**src/rtl/address_sequencer.sv**
```systemverilog
// rtl/address_sequencer.sv - linear/list address walker for the pattern memory storage port
// One address per ready/valid handshake; list entries are read one index ahead so list addresses flow without bubbles.
module address_sequencer #(
    parameter int XBITS     = 4,
    parameter int YBITS     = 4,
    parameter int LISTDEPTH = 32,
    parameter int LISTBITS  = $clog2(LISTDEPTH)
) (
    input  logic                   clock,
    input  logic                   resetN,
    input  logic                   start,
    input  logic                   abort,
    input  logic [1:0]             mode,
    input  logic [LISTBITS:0]      listLength,
    input  logic                   listWrEn,
    input  logic [LISTBITS-1:0]    listWrIndex,
    input  logic [XBITS-1:0]       listWrX,
    input  logic [YBITS-1:0]       listWrY,
    input  logic                   storageReady,
    output logic [XBITS+YBITS-1:0] address,
    output logic                   newAddress,
    output logic                   busy,
    output logic                   done,
    output logic [15:0]            passCount
);

    localparam int AW = XBITS + YBITS;
    localparam int IW = (AW > LISTBITS) ? AW : LISTBITS;
    localparam logic [IW-1:0]     LINEARLAST = IW'({AW{1'b1}});
    localparam logic [LISTBITS:0] DEPTHVAL   = (LISTBITS+1)'(LISTDEPTH);

    typedef enum logic [1:0] {
        IDLE,
        RUN,
        DONE
    } stateType;

    stateType          state;
    logic [IW-1:0]     index;
    logic              modeList;
    logic              modeRepeat;
    logic [LISTBITS:0] lenLatched;

    // List storage is deliberately unreset so programmed lists survive resetN.
    logic [XBITS-1:0] listX [LISTDEPTH];
    logic [YBITS-1:0] listY [LISTDEPTH];

    logic              handshake;
    logic              lastElem;
    logic [IW-1:0]     listLast;
    logic [IW-1:0]     nextIndex;
    logic [AW-1:0]     nextElem;
    logic [AW-1:0]     firstElem;
    logic [LISTBITS:0] lenSat;
    logic [LISTBITS:0] lenMinusOne;

    always_ff @(posedge clock) begin
        if (state == IDLE && listWrEn) begin
            listX[listWrIndex] <= listWrX;
            listY[listWrIndex] <= listWrY;
        end
    end

    always_comb begin
        handshake   = newAddress & storageReady;
        lenMinusOne = lenLatched - 1'b1;
        listLast    = IW'(lenMinusOne);
        lastElem    = (index == (modeList ? listLast : LINEARLAST));
        nextIndex   = lastElem ? '0 : index + 1'b1;
        nextElem    = modeList ? {listX[nextIndex[LISTBITS-1:0]], listY[nextIndex[LISTBITS-1:0]]}
                               : nextIndex[AW-1:0];
        firstElem   = mode[0] ? {listX[0], listY[0]} : '0;
        lenSat      = (listLength > DEPTHVAL) ? DEPTHVAL : listLength;
    end

    always_ff @(posedge clock or negedge resetN) begin
        if (!resetN) begin
            state      <= IDLE;
            index      <= '0;
            address    <= '0;
            newAddress <= 1'b0;
            busy       <= 1'b0;
            done       <= 1'b0;
            passCount  <= '0;
            modeList   <= 1'b0;
            modeRepeat <= 1'b0;
            lenLatched <= '0;
        end else begin
            case (state)
                IDLE: begin
                    newAddress <= 1'b0;
                    done       <= 1'b0;
                    if (start && !abort) begin
                        modeList   <= mode[0];
                        modeRepeat <= mode[1];
                        lenLatched <= lenSat;
                        index      <= '0;
                        passCount  <= '0;
                        busy       <= 1'b1;
                        if (mode[0] && listLength == '0) begin
                            state <= DONE;
                            done  <= 1'b1;
                        end else begin
                            state      <= RUN;
                            newAddress <= 1'b1;
                            address    <= firstElem;
                        end
                    end
                end
                RUN: begin
                    if (abort) begin
                        state      <= IDLE;
                        newAddress <= 1'b0;
                        busy       <= 1'b0;
                    end else if (handshake) begin
                        index <= nextIndex;
                        if (lastElem) begin
                            passCount <= passCount + 16'd1;
                            if (modeRepeat) begin
                                address <= nextElem;
                            end else begin
                                state      <= DONE;
                                newAddress <= 1'b0;
                                done       <= 1'b1;
                            end
                        end else begin
                            address <= nextElem;
                        end
                    end
                end
                DONE: begin
                    state      <= IDLE;
                    newAddress <= 1'b0;
                    done       <= 1'b0;
                    busy       <= 1'b0;
                end
                default: begin
                    state      <= IDLE;
                    newAddress <= 1'b0;
                    done       <= 1'b0;
                    busy       <= 1'b0;
                end
            endcase
        end
    end

endmodule

```
**config.mk**
```make
export PLATFORM = sky130hd
export DESIGN_NAME = address_sequencer
export DESIGN_NICKNAME = d
export VERILOG_FILES = /design/src/rtl/address_sequencer.sv
export SDC_FILE = /design/constraint.sdc
export NUM_CORES = 1
export LEC_CHECK = 0
export CORE_MARGIN = 3
export CORE_UTILIZATION = 55
export DETAILED_ROUTE_END_ITERATION = 16
export HOLD_SLACK_MARGIN = 0.15
export PLACE_DENSITY_LB_ADDON = 0.25
export SYNTH_ARGS = -nofsm -noshare
export SYNTH_HDL_FRONTEND = slang
export SYNTH_SLANG_ARGS = --single-unit
```
**constraint.sdc**
```tcl
create_clock -name clock -period 4.92 [get_ports clock]
set_input_delay 1.23 -clock clock [delete_from_list [all_inputs] [get_ports clock]]
set_output_delay 1.23 -clock clock [all_outputs]
set_load 0.03 [all_outputs]
```
After elaboration in Yosys (flattened, before gate mapping) --
Memory sizes are Yosys's and may differ from the RTL's. Cells that the tools add are included.
Storage, ports and cells: bits in registers 45, memory bits (writable) 256, bits of input ports 27, word-level logic and storage cells 92, memories 2
Cells by class: $add $sub $neg 3, order comparisons 1, equal/unequal tests 13, muxes and demuxes 47, bitwise operators 1, reductions and logical operators 15
Memory list:
- listX | words 32, width 4, read ports 2, clocked after memory_dff 0, wr ports 1, RTL line 45 | logic [XBITS-1:0] listX [LISTDEPTH];
- listY | words 32, width 4, read ports 2, clocked after memory_dff 0, wr ports 1, RTL line 46 | logic [YBITS-1:0] listY [LISTDEPTH];
Operator list (count):
- 2-to-1 mux 8 bit | 13
- 2-to-1 mux 16 bit | 4
- one-hot mux 16 bit (2 select lines) | 1
- one-hot mux 8 bit (2 select lines) | 2
- adder 16 x 1 -> 16 bit, second input constant | 1
- 2-to-1 mux 1 bit | 16
- 2-to-1 mux 2 bit | 6
- != test 2 bit, second input constant | 6
- != test 3 bit, second input constant | 4
- AND reduction 4 bit | 3
- adder 8 x 1 -> 8 bit, second input constant | 1
- equality test 8 bit | 1
- greater-than comparator 6 bit, second input constant | 1
- zero test 6 bit | 1
- 2-to-1 mux 6 bit | 1
- one-hot mux 1 bit (2 select lines) | 3
- AND reduction 6 bit | 1
- subtractor 6 x 1 -> 6 bit, second input constant | 1
- AND reduction 5 bit | 1
- one-hot mux 2 bit (2 select lines) | 1
- AND reduction 2 bit | 2
- logical AND 1 bit | 3
- AND reduction 3 bit | 1
- equality test 2 x 1 -> 1 bit, second input constant | 1
- 5 further kinds | 5

Depth between registers and ports, before layout --
An unclocked memory read counts as a cell.
depth after elaboration 11, depth in mapped cells 13, mapped depth without buffers 11

Worst setup path after synthesis --
No wires, ideal clock.
path type register to register, start register lenLatched[0], end register address[2], library setup time 0.137 ns, data arrival time 2.857 ns, required time 4.783 ns, setup slack 1.927 ns, stages on the path, launching flop included 12, buffers on the path 0, clock period less this slack 2.993 ns, path through dfrtp_1 -> inv_1 -> ha_1 -> nor3b_1 -> xnor2_1 -> o21ai_0 -> a311oi_4 -> o21ai_4 -> o32a_1 -> and3_1 -> nor4_1 -> o41ai_2
On the way: word-level cells in the longest chain between the ends 11, elaborated cells between the ends (all ways) 13, classes of those cells 1 x add/sub; 2 x eq/ne; 8 x mux; 1 x reduce/logical; 1 x memory
Ends and longest elaborated chain:
- start: declaration | RTL line 42 | logic [LISTBITS:0] lenLatched;
- start signal: assignment | RTL line 96 | lenLatched <= lenSat;
- subtractor 6 x 1 -> 6 bit * | RTL line 66 | lenMinusOne = lenLatched - 1'b1;
- 2-to-1 mux 8 bit * | RTL line 68 | lastElem = (index == (modeList ? listLast : LINEARLAST));
- equality test 8 bit * | RTL line 68
- 2-to-1 mux 8 bit | RTL line 69 | nextIndex = lastElem ? '0 : index + 1'b1;
- memory read (32 x 4 bit)
- 2-to-1 mux 8 bit | RTL line 70 | nextElem = modeList ? {listX[nextIndex[LISTBITS-1:0]], listY[nextIndex[LISTBITS-1:0]]}
- 2-to-1 mux 8 bit | RTL line 119 | if (modeRepeat) begin
- 2-to-1 mux 8 bit | RTL line 117 | if (lastElem) begin
- 2-to-1 mux 8 bit | RTL line 115 | end else if (handshake) begin
- 2-to-1 mux 8 bit | RTL line 111 | if (abort) begin
- one-hot mux 8 bit (2 select lines) | RTL line 89 | case (state)
- end signal: assignment | RTL line 106 | address <= firstElem;
- end signal: assignment | RTL line 120 | address <= nextElem;
- end signal: assignment | RTL line 127 | address <= nextElem;
- end: declaration | RTL line 20 | output logic [XBITS+YBITS-1:0] address,
Mark *: on every way between the ends. The rest lies on a longest branch, timed or not. The select of a mux whose other input is x is not followed. A chain may end at the register's enable or synchronous reset.

Final worst setup path --
Ends and elaborated chain as after synthesis.

==> run_results.csv <==
group,metric,value,unit
outcome,status,"finished, final reports clean",
yosys,syn_nets,1009,
yosys,async_flop_share,14.95,%
yosys,syn-instance-count,979,
place,hpwlAfterDp,23280,um
yosys,synth_area,13150,um2
cells_and_area,drive_gt1_share,11.34,%
cells_and_area,syn_to_final_growth,13.95,%
timing,slew_viol_final,0,
cells_and_area,nets,1065,
die,coreArea,23050,um2
yosys,synthFlopType,"edfxtp_1",
timing,tightestPinTransition,1.343,ns
yosys,ys_ff_latch,301,
route,dr.first_iter.drc_count,1576,
cts,clkTransAtPathRegs,0.07,ns
timing,setup-violations-final,0,
route,drc,0,
yosys,synth_mux_area_share,5.547,%
grt,overflow,0,
timing,max_freq,254.9,MHz
power,p_int,4.224,mW
route,first_pass_iters,6,
cts,clock-sinks,301,
yosys,yosys-top-cells-count,"256 x edfxtp_1, 92 x nor2_1, 83 x nand2_1",
power,peakVddDrop,0.3386,mV
worst_setup_path,cp.arrival,4.35,ns
yosys,synth_simple_gate_area_share,10.77,%
worst_setup_path,cp-start-kind,"flip-flop",
route,post_drt_wl_per_cell,26.08,um
die,num_rows,55,
grt,grt_pass1_vias,8778,
timing,slew_headroom,10.20,%
yosys,synth_edf_count,256,
cells_and_area,fill_cells,1678,
yosys,yosys_warnings,0,
place,dp_slack,1.002,ns
cells_and_area,post-route-util,65.00,%
cts,root_buffer,"clkbuf_16",
power,swShare,24.67,%
power,switching_power,1.383,mW
cts,h-tree-depth,1,
cts,cts_tree,"done",
die,die_area,25800,um2
grt,grt_max_degree,51,
timing,fin_crit,3.923,ns
yosys,synth_compound_area_share,12.38,%
timing,rsz0062_at_grt,"no",
cts,cts.repair.resized,0,
route,wl,35750,um
cells_and_area,antenna_cells,0,
die,die_x,160.6,um
power,power.density,374.2,nW/um2
yosys,synth_most_common_cell,"edfxtp_1",
cts,clk_latency,0.56,ns
timing,hold_viol_final,0,
die,ioPinCount,54,
worst_setup_path,end_kind,"flip-flop",
worst_setup_path,worst-path-max-fanout,19,
timing,fin_ws,0.9969,ns
cts,numCtsBuffers,30,
yosys,seq_area_frac_synth,67.02,%
die,die_h,160.6,um
yosys,yosysTopAreaCell,"edfxtp_1",
cts,cts_setup_buffers,0,
worst_setup_path,timing.critical_path.required,5.34,ns
grt,antenna_found_initial,0,
power,power_frac_clock,38.1,%
worst_hold_path,hold_path_class,"flip-flop to flip-flop",
yosys,synth_cell_type_count,88,
place,place.gp.congestion,1.016,
route,via_count,9104,
die,start_util,57.04,%
yosys,yosysTopAreaCellShare,58.46,%
power,combPwrFrac,10.8,%
timing,min_period_over_period,79.74,%
job,cap_violations,0,
worst_setup_path,crit_type,"flip-flop to flip-flop",
yosys,yosys.area_share.xor_xnor,1.884,%
cts,cts_buffer_depth,3,
yosys,synth_area_per_cell,13.43,um2
cts,cts-hold-fix-buffers,0,
route,vias_per_cell,6.640,
power,power_frac_seq,51.0,%
timing,fin_tns_setup,0,ns
timing,clock_skew,0.01959,ns
place,port_buffers,53,
grt,track_usage,27.65,%
power,p_leak,4.854,nW
yosys,synth_top_family_by_area,"compound AO/OA/AOI/OAI gates",
yosys,synth_adder_area_share,0.2854,%
yosys,synth_area_leaders,"edfxtp_1 58%, dfrtp_1 8.6%, mux2i_1 2.9%, nor2_1 2.6%, nand2_1 2.4%",
route,antenna_left,0,
grt,grt_first_pass_wirelength,54720,um
==> placed cells by master (no fill, tap or decap), drive strengths merged, types with 6 or more instances in the layout <==
master and n:
a2111oi 6, a211oi 13, a21oi 53, a31oi 10, buf 26, clkbuf 36, clkdlybuf4s50 52, clkinv 18
dfrtp 45, edfxtp 256, inv 10, mux2 11, mux2i 38, mux4 10, nand2 84, nand3 29
nand3b 8, nand4 7, nor2 93, nor2b 6, nor3 31, nor4 8, o211ai 10, o21ai 57
o221ai 8, o22ai 12, o31ai 6, or3 10, xnor2 18
==> through the flow <==
| stage | instances | hold slack (ns) | power [mW] | instance area (um2) |
|---|---|---|---|---|
| final | 1371 | 0.5128 | 5.607 | 14980 |
| after CTS | 1371 | 0.5212 | 5.616 | 14980 |
| after floorplan | 979 | 0.4625 | 3.255 | 13150 |
| after global placement | 1316 | 0.5026 | 3.497 | 14070 |
| after detailed placement | 1316 | 0.5078 | 3.504 | 14070 |
| after global routing | 1371 | 0.5518 | 5.770 | 14980 |
==> path summary, 6_finish.rpt <==
path / start / endpoint / slack, ns / cells past startpoint
min in group asynchronous: resetN / index[1] / 0.86 / 1
min: busy / busy / 0.51 / 2
min reg2reg: busy / busy / 0.51 / 2
max: lenLatched[0] / address[2] / 1.0 / 11
max reg2reg: lenLatched[0] / address[2] / 1.0 / 11
max in group asynchronous: resetN / index[0] / 3.30 / 1
==> metal layers <==
| layer | up-vias | track usage (%) | part of all wire [%] | routed length [um] |
|---|---|---|---|---|
| li1 | 3897 | - | - | - |
| met1 | 4405 | 38.76 | 38 | 13520 |
| met2 | 678 | 43.53 | 46 | 16600 |
| met3 | 124 | 6.242 | 12 | 4248 |
| met4 | 0 | 8.876 | 3.9 | 1379 |
| met5 | - | 0 | 0 | 0 |
==> cell type report <==
cell class	instances	area [um2]	share of cell area, %
flip-flops and latches	301	8817	58.84
multi-input cells	613	4093	27.31
clock inverters	19	121.4	0.8099
clock buffers	36	794.5	5.302
inverters	11	41.29	0.2756
well taps	313	391.6	2.614
repair buffers	78	725.7	4.843
==> logic make-up after synthesis <==
family,count (synthesis)
multiplexers,59
flip-flops,301
XOR/XNOR,25
buffers and inverters,65
AO/OA/AOI/OAI,227
adder cells (fa/ha/maj),3
AND/OR/NAND/NOR,299
==> registers in the layout (all words and copies together) (netlist names) <==
name,flops
listX,128
state,2
done,1
lenLatched,6
modeRepeat,1
newAddress,1
index,8
address,8
busy,1
modeList,1
listY,128
passCount,16
==> worst max-delay path, stage by stage (launching register included) <==
cell,delay (ns)
dfrtp_1,0.40
inv_1,0.12
ha_1,0.23
nor3b_1,0.24
xnor2_1,0.21
o21ai_0,0.23
a311oi_4,0.78
o21ai_4,0.33
o32a_1,0.37
and3_1,0.18
nor4_1,0.60
o41ai_2,0.10
==> power groups by stage <==
stage,registers [mW],clock network (mW),logic [mW]
final,2.86,2.14,0.608
after global routing,2.87,2.27,0.639
after CTS,2.86,2.16,0.595
after floorplan,2.92,0,0.334
after detailed placement,2.91,0,0.593
after global placement,2.91,0,0.585
No activity file was read; power rests on OpenSTA's default activity.
